### config.mk
export PLATFORM = sky130hd
export DESIGN_NAME = fp_op_sequencer_flat
export DESIGN_NICKNAME = d
export VERILOG_FILES = /design/src/rtl/fp_op_sequencer_if.sv /design/src/rtl/fp_op_sequencer.sv /design/src/flat_wrapper.sv
export SDC_FILE = /design/constraint.sdc
export NUM_CORES = 1
export LEC_CHECK = 0
export ABC_CLOCK_PERIOD_IN_PS = 3800
export BUFFER_PORTS_ARGS = -buffer_cell sky130_fd_sc_hd__buf_2
export CAP_MARGIN = 30
export CORE_UTILIZATION = 40
export DETAILED_ROUTE_END_ITERATION = 8
export PLACE_DENSITY = 0.59
export SKIP_CTS_REPAIR_TIMING = 1
export SYNTH_ARGS = -nofsm -noshare
export SYNTH_HDL_FRONTEND = slang
export SYNTH_SLANG_ARGS = --single-unit
### constraint.sdc
create_clock -name clk -period 3.8 [get_ports clk]
set_input_delay 0.57 -clock clk [delete_from_list [all_inputs] [get_ports clk]]
set_output_delay 0.57 -clock clk [all_outputs]
set_load 0.02 [all_outputs]
### src/rtl/fp_op_sequencer_if.sv
// Request, arithmetic-unit and result handshake bundle for fp_op_sequencer.
// master = the sequencer, slave = its environment (producer, arithmetic top, consumer).
interface fp_op_sequencer_if;
  logic               in_valid;
  logic               in_ready;
  logic [1:0]         in_opcode;
  logic signed [31:0] in_a;
  logic signed [31:0] in_b;
  logic               op_start;
  logic [1:0]         op_opcode;
  logic signed [31:0] op_a;
  logic signed [31:0] op_b;
  logic signed [31:0] op_result;
  logic               op_done;
  logic               out_valid;
  logic               out_ready;
  logic signed [31:0] out_result;
  logic [1:0]         out_opcode;
  logic               out_err;

  modport master (
    input  in_valid, in_opcode, in_a, in_b, op_result, op_done, out_ready,
    output in_ready, op_start, op_opcode, op_a, op_b, out_valid, out_result, out_opcode, out_err
  );

  modport slave (
    output in_valid, in_opcode, in_a, in_b, op_result, op_done, out_ready,
    input  in_ready, op_start, op_opcode, op_a, op_b, out_valid, out_result, out_opcode, out_err
  );
endinterface

### src/rtl/fp_op_sequencer.sv
// Command sequencer in front of the Q9.23 add/mul/div top: request FIFO, one op in flight, result register.
// Optional macro FP_OP_SEQUENCER_STATS_EN adds saturating stat_ops / stat_errs counters.
module fp_op_sequencer #(
  parameter int DEPTH    = 4,
  parameter int TIMEOUT  = 64,
  parameter int MIN_WAIT = 2
) (
  input  logic clk,
  input  logic rst,
  fp_op_sequencer_if.master bus
`ifdef FP_OP_SEQUENCER_STATS_EN
  ,
  output logic [15:0] stat_ops,
  output logic [15:0] stat_errs
`endif
);
  localparam int DATA_W = 32;
  localparam int AW     = $clog2(DEPTH);
  localparam int CW     = $clog2(TIMEOUT + 1);
  localparam logic [AW:0]   DEPTH_C   = (AW + 1)'(DEPTH);
  localparam logic [CW-1:0] MIN_C     = CW'(MIN_WAIT);
  localparam logic [CW-1:0] TO_LAST_C = CW'(TIMEOUT - 1);

  typedef enum logic [1:0] {IDLE, ISSUE, WAIT, HOLD} state_e;

  typedef struct packed {
    logic [1:0]               opcode;
    logic signed [DATA_W-1:0] a;
    logic signed [DATA_W-1:0] b;
  } req_t;

  req_t                     mem_q [DEPTH];
  logic [AW-1:0]            wr_ptr_q, rd_ptr_q;
  logic [AW:0]              count_q, count_d;
  state_e                   state_q;
  logic [CW-1:0]            wcnt_q;
  logic                     op_start_q;
  logic [1:0]               op_opcode_q;
  logic signed [DATA_W-1:0] op_a_q, op_b_q;
  logic                     out_valid_q;
  logic signed [DATA_W-1:0] out_result_q;
  logic [1:0]               out_opcode_q;
  logic                     out_err_q;
  logic                     push, pop;
  req_t                     head;

  assign bus.in_ready   = (count_q != DEPTH_C);
  assign bus.op_start   = op_start_q;
  assign bus.op_opcode  = op_opcode_q;
  assign bus.op_a       = op_a_q;
  assign bus.op_b       = op_b_q;
  assign bus.out_valid  = out_valid_q;
  assign bus.out_result = out_result_q;
  assign bus.out_opcode = out_opcode_q;
  assign bus.out_err    = out_err_q;

  always_comb begin
    push    = bus.in_valid && bus.in_ready;
    pop     = (state_q == IDLE) && (count_q != '0) && !out_valid_q;
    head    = mem_q[rd_ptr_q];
    count_d = count_q;
    if (push && !pop)
      count_d = count_q + (AW + 1)'(1);
    else if (pop && !push)
      count_d = count_q - (AW + 1)'(1);
  end

  // Queue storage carries data only; validity is tracked by count_q.
  always_ff @(posedge clk) begin
    if (push)
      mem_q[wr_ptr_q] <= '{opcode: bus.in_opcode, a: bus.in_a, b: bus.in_b};
  end

  always_ff @(posedge clk) begin
    if (rst) begin
      wr_ptr_q <= '0;
      rd_ptr_q <= '0;
      count_q  <= '0;
    end else begin
      if (push)
        wr_ptr_q <= wr_ptr_q + AW'(1);
      if (pop)
        rd_ptr_q <= rd_ptr_q + AW'(1);
      count_q <= count_d;
    end
  end

  always_ff @(posedge clk) begin
    if (rst) begin
      state_q      <= IDLE;
      wcnt_q       <= '0;
      op_start_q   <= 1'b0;
      op_opcode_q  <= '0;
      op_a_q       <= '0;
      op_b_q       <= '0;
      out_valid_q  <= 1'b0;
      out_result_q <= '0;
      out_opcode_q <= '0;
      out_err_q    <= 1'b0;
    end else begin
      op_start_q <= 1'b0;
      unique case (state_q)
        IDLE: begin
          if (pop) begin
            op_opcode_q <= head.opcode;
            op_a_q      <= head.a;
            op_b_q      <= head.b;
            // Reserved opcode never reaches the arithmetic top.
            if (head.opcode == 2'b11) begin
              out_result_q <= '0;
              out_opcode_q <= 2'b11;
              out_err_q    <= 1'b1;
              out_valid_q  <= 1'b1;
              state_q      <= HOLD;
            end else begin
              op_start_q <= 1'b1;
              state_q    <= ISSUE;
            end
          end
        end
        ISSUE: begin
          wcnt_q  <= '0;
          state_q <= WAIT;
        end
        WAIT: begin
          wcnt_q <= wcnt_q + CW'(1);
          // A done seen before MIN_WAIT may be left over from the previous op.
          if ((wcnt_q >= MIN_C) && bus.op_done) begin
            out_result_q <= bus.op_result;
            out_opcode_q <= op_opcode_q;
            out_err_q    <= 1'b0;
            out_valid_q  <= 1'b1;
            state_q      <= HOLD;
          end else if (wcnt_q == TO_LAST_C) begin
            out_result_q <= '0;
            out_opcode_q <= op_opcode_q;
            out_err_q    <= 1'b1;
            out_valid_q  <= 1'b1;
            state_q      <= HOLD;
          end
        end
        HOLD: begin
          if (bus.out_ready) begin
            out_valid_q <= 1'b0;
            state_q     <= IDLE;
          end
        end
        default: state_q <= IDLE;
      endcase
    end
  end

`ifdef FP_OP_SEQUENCER_STATS_EN
  function automatic logic [15:0] sat_inc(input logic [15:0] v);
    return (v == 16'hFFFF) ? v : v + 16'd1;
  endfunction

  logic [15:0] stat_ops_q, stat_errs_q;

  always_ff @(posedge clk) begin
    if (rst) begin
      stat_ops_q  <= '0;
      stat_errs_q <= '0;
    end else if ((state_q == HOLD) && bus.out_ready) begin
      if (out_err_q)
        stat_errs_q <= sat_inc(stat_errs_q);
      else
        stat_ops_q <= sat_inc(stat_ops_q);
    end
  end

  assign stat_ops  = stat_ops_q;
  assign stat_errs = stat_errs_q;
`endif
endmodule

### src/flat_wrapper.sv
// flat-port wrapper written by rule: the top's interface ports become plain ports
module fp_op_sequencer_flat 
#(
  parameter int DEPTH    = 4,
  parameter int TIMEOUT  = 64,
  parameter int MIN_WAIT = 2
)
  (clk, rst, bus_in_valid, bus_in_opcode, bus_in_a, bus_in_b, bus_op_result, bus_op_done, bus_out_ready, bus_in_ready, bus_op_start, bus_op_opcode, bus_op_a, bus_op_b, bus_out_valid, bus_out_result, bus_out_opcode, bus_out_err);
  fp_op_sequencer_if bus_i ();
  input  logic clk;
  input  logic rst;
  input wire logic [$bits(bus_i.in_valid)-1:0] bus_in_valid;
  input wire logic [$bits(bus_i.in_opcode)-1:0] bus_in_opcode;
  input wire logic [$bits(bus_i.in_a)-1:0] bus_in_a;
  input wire logic [$bits(bus_i.in_b)-1:0] bus_in_b;
  input wire logic [$bits(bus_i.op_result)-1:0] bus_op_result;
  input wire logic [$bits(bus_i.op_done)-1:0] bus_op_done;
  input wire logic [$bits(bus_i.out_ready)-1:0] bus_out_ready;
  output wire logic [$bits(bus_i.in_ready)-1:0] bus_in_ready;
  output wire logic [$bits(bus_i.op_start)-1:0] bus_op_start;
  output wire logic [$bits(bus_i.op_opcode)-1:0] bus_op_opcode;
  output wire logic [$bits(bus_i.op_a)-1:0] bus_op_a;
  output wire logic [$bits(bus_i.op_b)-1:0] bus_op_b;
  output wire logic [$bits(bus_i.out_valid)-1:0] bus_out_valid;
  output wire logic [$bits(bus_i.out_result)-1:0] bus_out_result;
  output wire logic [$bits(bus_i.out_opcode)-1:0] bus_out_opcode;
  output wire logic [$bits(bus_i.out_err)-1:0] bus_out_err;
  assign bus_i.in_valid = bus_in_valid;
  assign bus_i.in_opcode = bus_in_opcode;
  assign bus_i.in_a = bus_in_a;
  assign bus_i.in_b = bus_in_b;
  assign bus_i.op_result = bus_op_result;
  assign bus_i.op_done = bus_op_done;
  assign bus_i.out_ready = bus_out_ready;
  assign bus_in_ready = bus_i.in_ready;
  assign bus_op_start = bus_i.op_start;
  assign bus_op_opcode = bus_i.op_opcode;
  assign bus_op_a = bus_i.op_a;
  assign bus_op_b = bus_i.op_b;
  assign bus_out_valid = bus_i.out_valid;
  assign bus_out_result = bus_i.out_result;
  assign bus_out_opcode = bus_i.out_opcode;
  assign bus_out_err = bus_i.out_err;
  fp_op_sequencer #(.DEPTH(DEPTH), .TIMEOUT(TIMEOUT), .MIN_WAIT(MIN_WAIT)) u_core (.clk(clk), .rst(rst), .bus(bus_i));
endmodule
# == Yosys cells after proc, flatten, opt, wreduce, memory -nomap -nowiden ==
# Memories as Yosys holds them, arrays and structs flattened. A register that Yosys moved wholly into a read port is not among the register bits.
# Index checks and enable logic that the tools add are counted.
# op_classes
add_sub_neg,5
n_lt_le_gt_ge,1
eq_ne,10
muxes,32
bitwise,2
n_reduce_logical,20
# op_table
cell,count
32-bit 2-to-1 mux,4
32-bit one-hot mux with 2 select lines,1
2-bit 2-to-1 mux,11
7-bit one-hot mux with 2 select lines,1
1-bit 2-to-1 mux,9
2-bit one-hot mux with 4 select lines,1
7-bit by 1-bit adder with 7-bit output (second input constant),1
7-bit by 6-bit equality test with 1-bit output (second input constant),1
7-bit by 2-bit greater-or-equal comparator with 1-bit output (second input constant),1
2-bit equality test (second input constant),3
1-bit logical AND,6
3-bit 2-to-1 mux,2
2-bit nonzero test,3
3-bit nonzero test,2
5-bit AND reduction,1
2-bit by 1-bit adder with 2-bit output (second input constant),2
2-bit != test (second input constant),2
2-bit one-hot mux with 2 select lines,1
4-bit AND reduction,1
3-bit by 1-bit adder with 3-bit output (second input constant),1
1-bit logical NOT,3
3-bit by 1-bit != test with 1-bit output (second input constant),1
3-bit != test (second input constant),1
1-bit one-hot mux with 3 select lines,1
other kinds (9),10
# totals
regBits,119
ram_bits,264
input_bits,103
output_inout_bits,104
word_cells,84
mem_count,1
# memory_table
name,words,word_bits,read_ports,rd_ports_with_merged_regs,write_ports,line,rtl
u_core.mem_q,4,66,1,1,1,fp_op_sequencer.sv:32,req_t mem_q [DEPTH];

# == Logic depth before layout (Yosys ltp) ==
# logic_depth
ltp_word,6
depth_mapped,13
depth_no_buf,11

# == Worst setup path after synthesis ==
# No wires, ideal clock.
# synth_timing
path_kind,reg-to-reg
start,reg u_core.state_q[0]
end,reg u_core.count_q[2]
setup_time_ns,0.070
arrival_ns,2.743
setup_slack_ns,0.987
stages_incl_launch_ff,14
path_buffers,2
period_less_slack_ns,2.813
cell_sequence,dfxtp_1 inv_1 ha_1 nor2b_1 and2_1 clkbuf_1 inv_2 clkbuf_1 ha_1 inv_1 fa_1 xor2_1 or3_1 a21oi_1
# synth_between
elab_chain_len,6
word_cells_on_any_way,8
classes_between,1 x mux; 7 x reduce/logical
# synth_rtl
element,line,rtl
from (decl),fp_op_sequencer.sv:35,state_e state_q;
from (signal assigned),fp_op_sequencer.sv:90,state_q <= IDLE;
from (signal assigned),fp_op_sequencer.sv:114,state_q <= HOLD;
from (signal assigned),fp_op_sequencer.sv:117,state_q <= ISSUE;
2-bit logical NOT *,fp_op_sequencer.sv:59,pop = (state_q == IDLE) && (count_q != '0) && !out_valid_q;
1-bit logical AND * (2 in a row),fp_op_sequencer.sv:59,
1-bit logical NOT,fp_op_sequencer.sv:62,if (push && !pop)
1-bit logical AND,fp_op_sequencer.sv:62,
3-bit 2-to-1 mux / 2-bit nonzero test (equally long branches),n/a,
to (signal assigned),fp_op_sequencer.sv:84,count_q <= count_d;
to (decl),fp_op_sequencer.sv:34,"logic [AW:0] count_q, count_d;"
# Mark *: on every way between the ends. The rest lies on a longest branch, timed or not.
# A chain may end at the register's enable or synchronous reset.

# == Worst setup path in the final report ==
# Ends and elaborated chain as after synthesis.

==> results.ini <==
[grt]
antenna_found_initial=1
grt_pass1_vias=8046
track_usage_pct=16.36
grt_pass1_wl_mm=45.35
grt_max_degree=70
grt_overflow=0

[hold_path]
holdPathStages=1
min_from=bus_in_b[16]
min_path_type=in -> reg
hold_path_end=u_core.mem_q[3][16]$_DFFE_PP_

[floorplanning]
initial_core_util_pct=40.71
fp.dieW_microns=189.7
chipHeight_microns=189.7
io_pins=207
die-area_sq_um=36000
core_sq_um=34630
rows=68

[pwr]
p_leak_uw=0.006058
ir_worst_vdd_uv=525.3
p_total_uw=11750
p_per_area_nw_per_um2=695.9

[logic_synthesis]
seq_area_frac_synth_pct=73.42
async_flop_share_pct=0
ys_seq_elements=385
yosys.cell_types.count=41
synth_cells=913
yosys_warnings=0
synthesis.nets=1029
synth_area_leaders=edfxtp_1, dfxtp_1, mux4_2
synth_ff_type=edfxtp_1
synthesis.area_sq_um=14100
synth_top_cell_area_share_pct=56.24
yosysTopAreaCell=edfxtp_1
syn_avg_cell_area_sq_um=15.44
synth-edff-count=264

[final_layout]
syn_to_final_growth_pct=19.82
most-common-layout-cells=edfxtp_1, buf_2, nand2_1
final_common_cell=edfxtp_1
final_layout_size_suffix_gt1_share_pct=31.22
multi_input_area_sq_um=3485
layout.nets=1237
fillers=2973
seqCellArea_sq_um=10360
antenna_cells=0

[worst_setup_path]
r2r-end=u_core.count_q[2]$_SDFFE_PP0P_
reg2reg_from=u_core.state_q[0]$_SDFFE_PP0P_
cp_data_required_time_ns=4.24
path_max_fanout=6
r2r_cells=11
regToRegSetupSlack_ns=1.29
critPathLaunchType=register
crit_arrival_ns=2.95
worstSetupPathType=reg -> reg
worstSetupEndpointType=register

[placed_design]
dp.final_hpwl_mm=17.13
gp_congestion=0.7701
dp_slack_ns=1.306
portBuffers=206

[timing]
period_needed_ns=2.506
hold_violations=0
setup_tns_ns=0
fin_ws_ns=1.294
slew_headroom_pct=36.36
rsz0062_at_grt=no
setup_violations=0
worstMarginPinSlew_ns=0.9546
max_freq_mhz=399.1
finalCritPeriodShare_pct=65.94
clock_skew_ns=0.01498
finalMaxSlewViolations=0

[drt]
routed_via_density=5.053
drt_iter0_markers=403
route.detailed.drc=0
wl_per_cell_microns=18.30
antenna_left=0
finalWirelength_mm=29.37
drt-pass1-iter-count=4
num_vias=8110

[clocking]
htree_levels=2
cts.sink_count=385
cts_buffer_depth=3
cts-buffers-inserted=40
cts_tree=built
ctsRootBufferMaster=clkbuf_16
cts.reportedPaths.clkPinSlew_ns=0.06
clk-insertion-delay-late_ns=0.53

[outcome]
status=finished clean

[run]
cap_violations=0

-- metrics by stage --
stage	cells	utilization (%)	area (sq um)	hold slack [ns]
finish	1605	48.78	16890	0.2544
global route	1605	48.78	16890	0.2278
CTS	1605	48.78	16890	0.2227
detailed placement	1534	45.18	15650	0.4384
global placement	1533	45.12	15630	0.4325
floorplan	913	-	14100	0.4660
-- cell type report --
cell class | instances | share of cell area [%]
Clock buffer | 57 | 6.919
Multi-Input combinational cell | 461 | 20.63
Timing Repair Buffer | 219 | 6.993
Tap cell | 455 | 3.370
Sequential cell | 385 | 61.32
Inverter | 14 | 0.3111
Clock inverter | 14 | 0.4593
-- registers in the layout (all words and copies together) (netlist names), named ones only --
register and count:
u_core.bus.op_opcode 2, u_core.bus.op_b 32, u_core.bus.op_start 1, u_core.mem_q 264, u_core.state_q 2, u_core.bus.out_valid 1
u_core.bus.out_opcode 2, u_core.rd_ptr_q 2, u_core.bus.out_err 1, u_core.bus.out_result 32, u_core.bus.op_a 32, u_core.wcnt_q 7
u_core.count_q 3, u_core.wr_ptr_q 2
-- metal layers --
metal / up-vias / share of wire [%] / track usage (%)
li1: 3814 / - / -
met1: 4042 / 43 / 20.24
met2: 205 / 50 / 28.32
met3: 49 / 5.6 / 3.966
met4: 0 / 2.1 / 4.870
met5: - / 0 / 0
-- cell usage after synthesis (all sizes together), types with 2 or more instances --
cell	instances
ha	12
a211oi	3
clkbuf	33
xor2	6
nand3	33
inv	14
nor3	5
and3	6
a21oi	71
mux4	66
and2	2
nor2	22
a2111oi	2
nand4	2
mux2i	2
nor2b	2
o21ai	37
nand2	171
buf	20
edfxtp	264
xnor2	2
dfxtp	121
or3	4
-- worst max-delay path: stages (launching register included) --
cell and delay, ns:
dfxtp_1 0.35, inv_1 0.10, ha_1 0.28, nor2b_1 0.18
and2_4 0.17, inv_2 0.05, ha_1 0.17, inv_1 0.07
fa_1 0.43, xor2_1 0.18, or3_1 0.30, a21oi_1 0.14
-- power breakdown --
group | total [uW] | internal, uW | switching (uW)
registers | 5340 | 5080 | 261
clock network | 3690 | 2140 | 1550
logic | 2730 | 1010 | 1720
total | 11800 | 8230 | 3520
-- cells by family after synthesis --
group                      Yosys count  share of synthesized area, %
xor gates and xnor gates             8                        0.4970
muxes                               69                         10.77
adders and majority gates           13                         1.207
AOI/OAI and AO/OA                  120                         4.633
DFF                                385                         73.42
buffers and inverters               67                         2.032
and+or+nand+nor                    251                         7.447
-- worst max path at each step --
stage	startpoint	end	slack, ns	depth (start not counted)
floorplan	u_core.state_q[0]$_SDFFE_PP0P_	u_core.count_q[2]$_SDFFE_PP0P_	0.99	13
global placement	register	u_core.bus.out_err$_SDFFE_PP0P_	1.26	5
detailed placement	u_core.state_q[0]$_SDFFE_PP0P_	u_core.count_q[2]$_SDFFE_PP0P_	1.31	11
CTS	u_core.state_q[0]$_SDFFE_PP0P_	u_core.count_q[2]$_SDFFE_PP0P_	1.30	11
global route	u_core.state_q[1]$_SDFFE_PP0P_	register	1.17	8
finish	u_core.state_q[0]$_SDFFE_PP0P_	u_core.count_q[2]$_SDFFE_PP0P_	1.29	11
No activity file was read; power rests on OpenSTA's default activity.
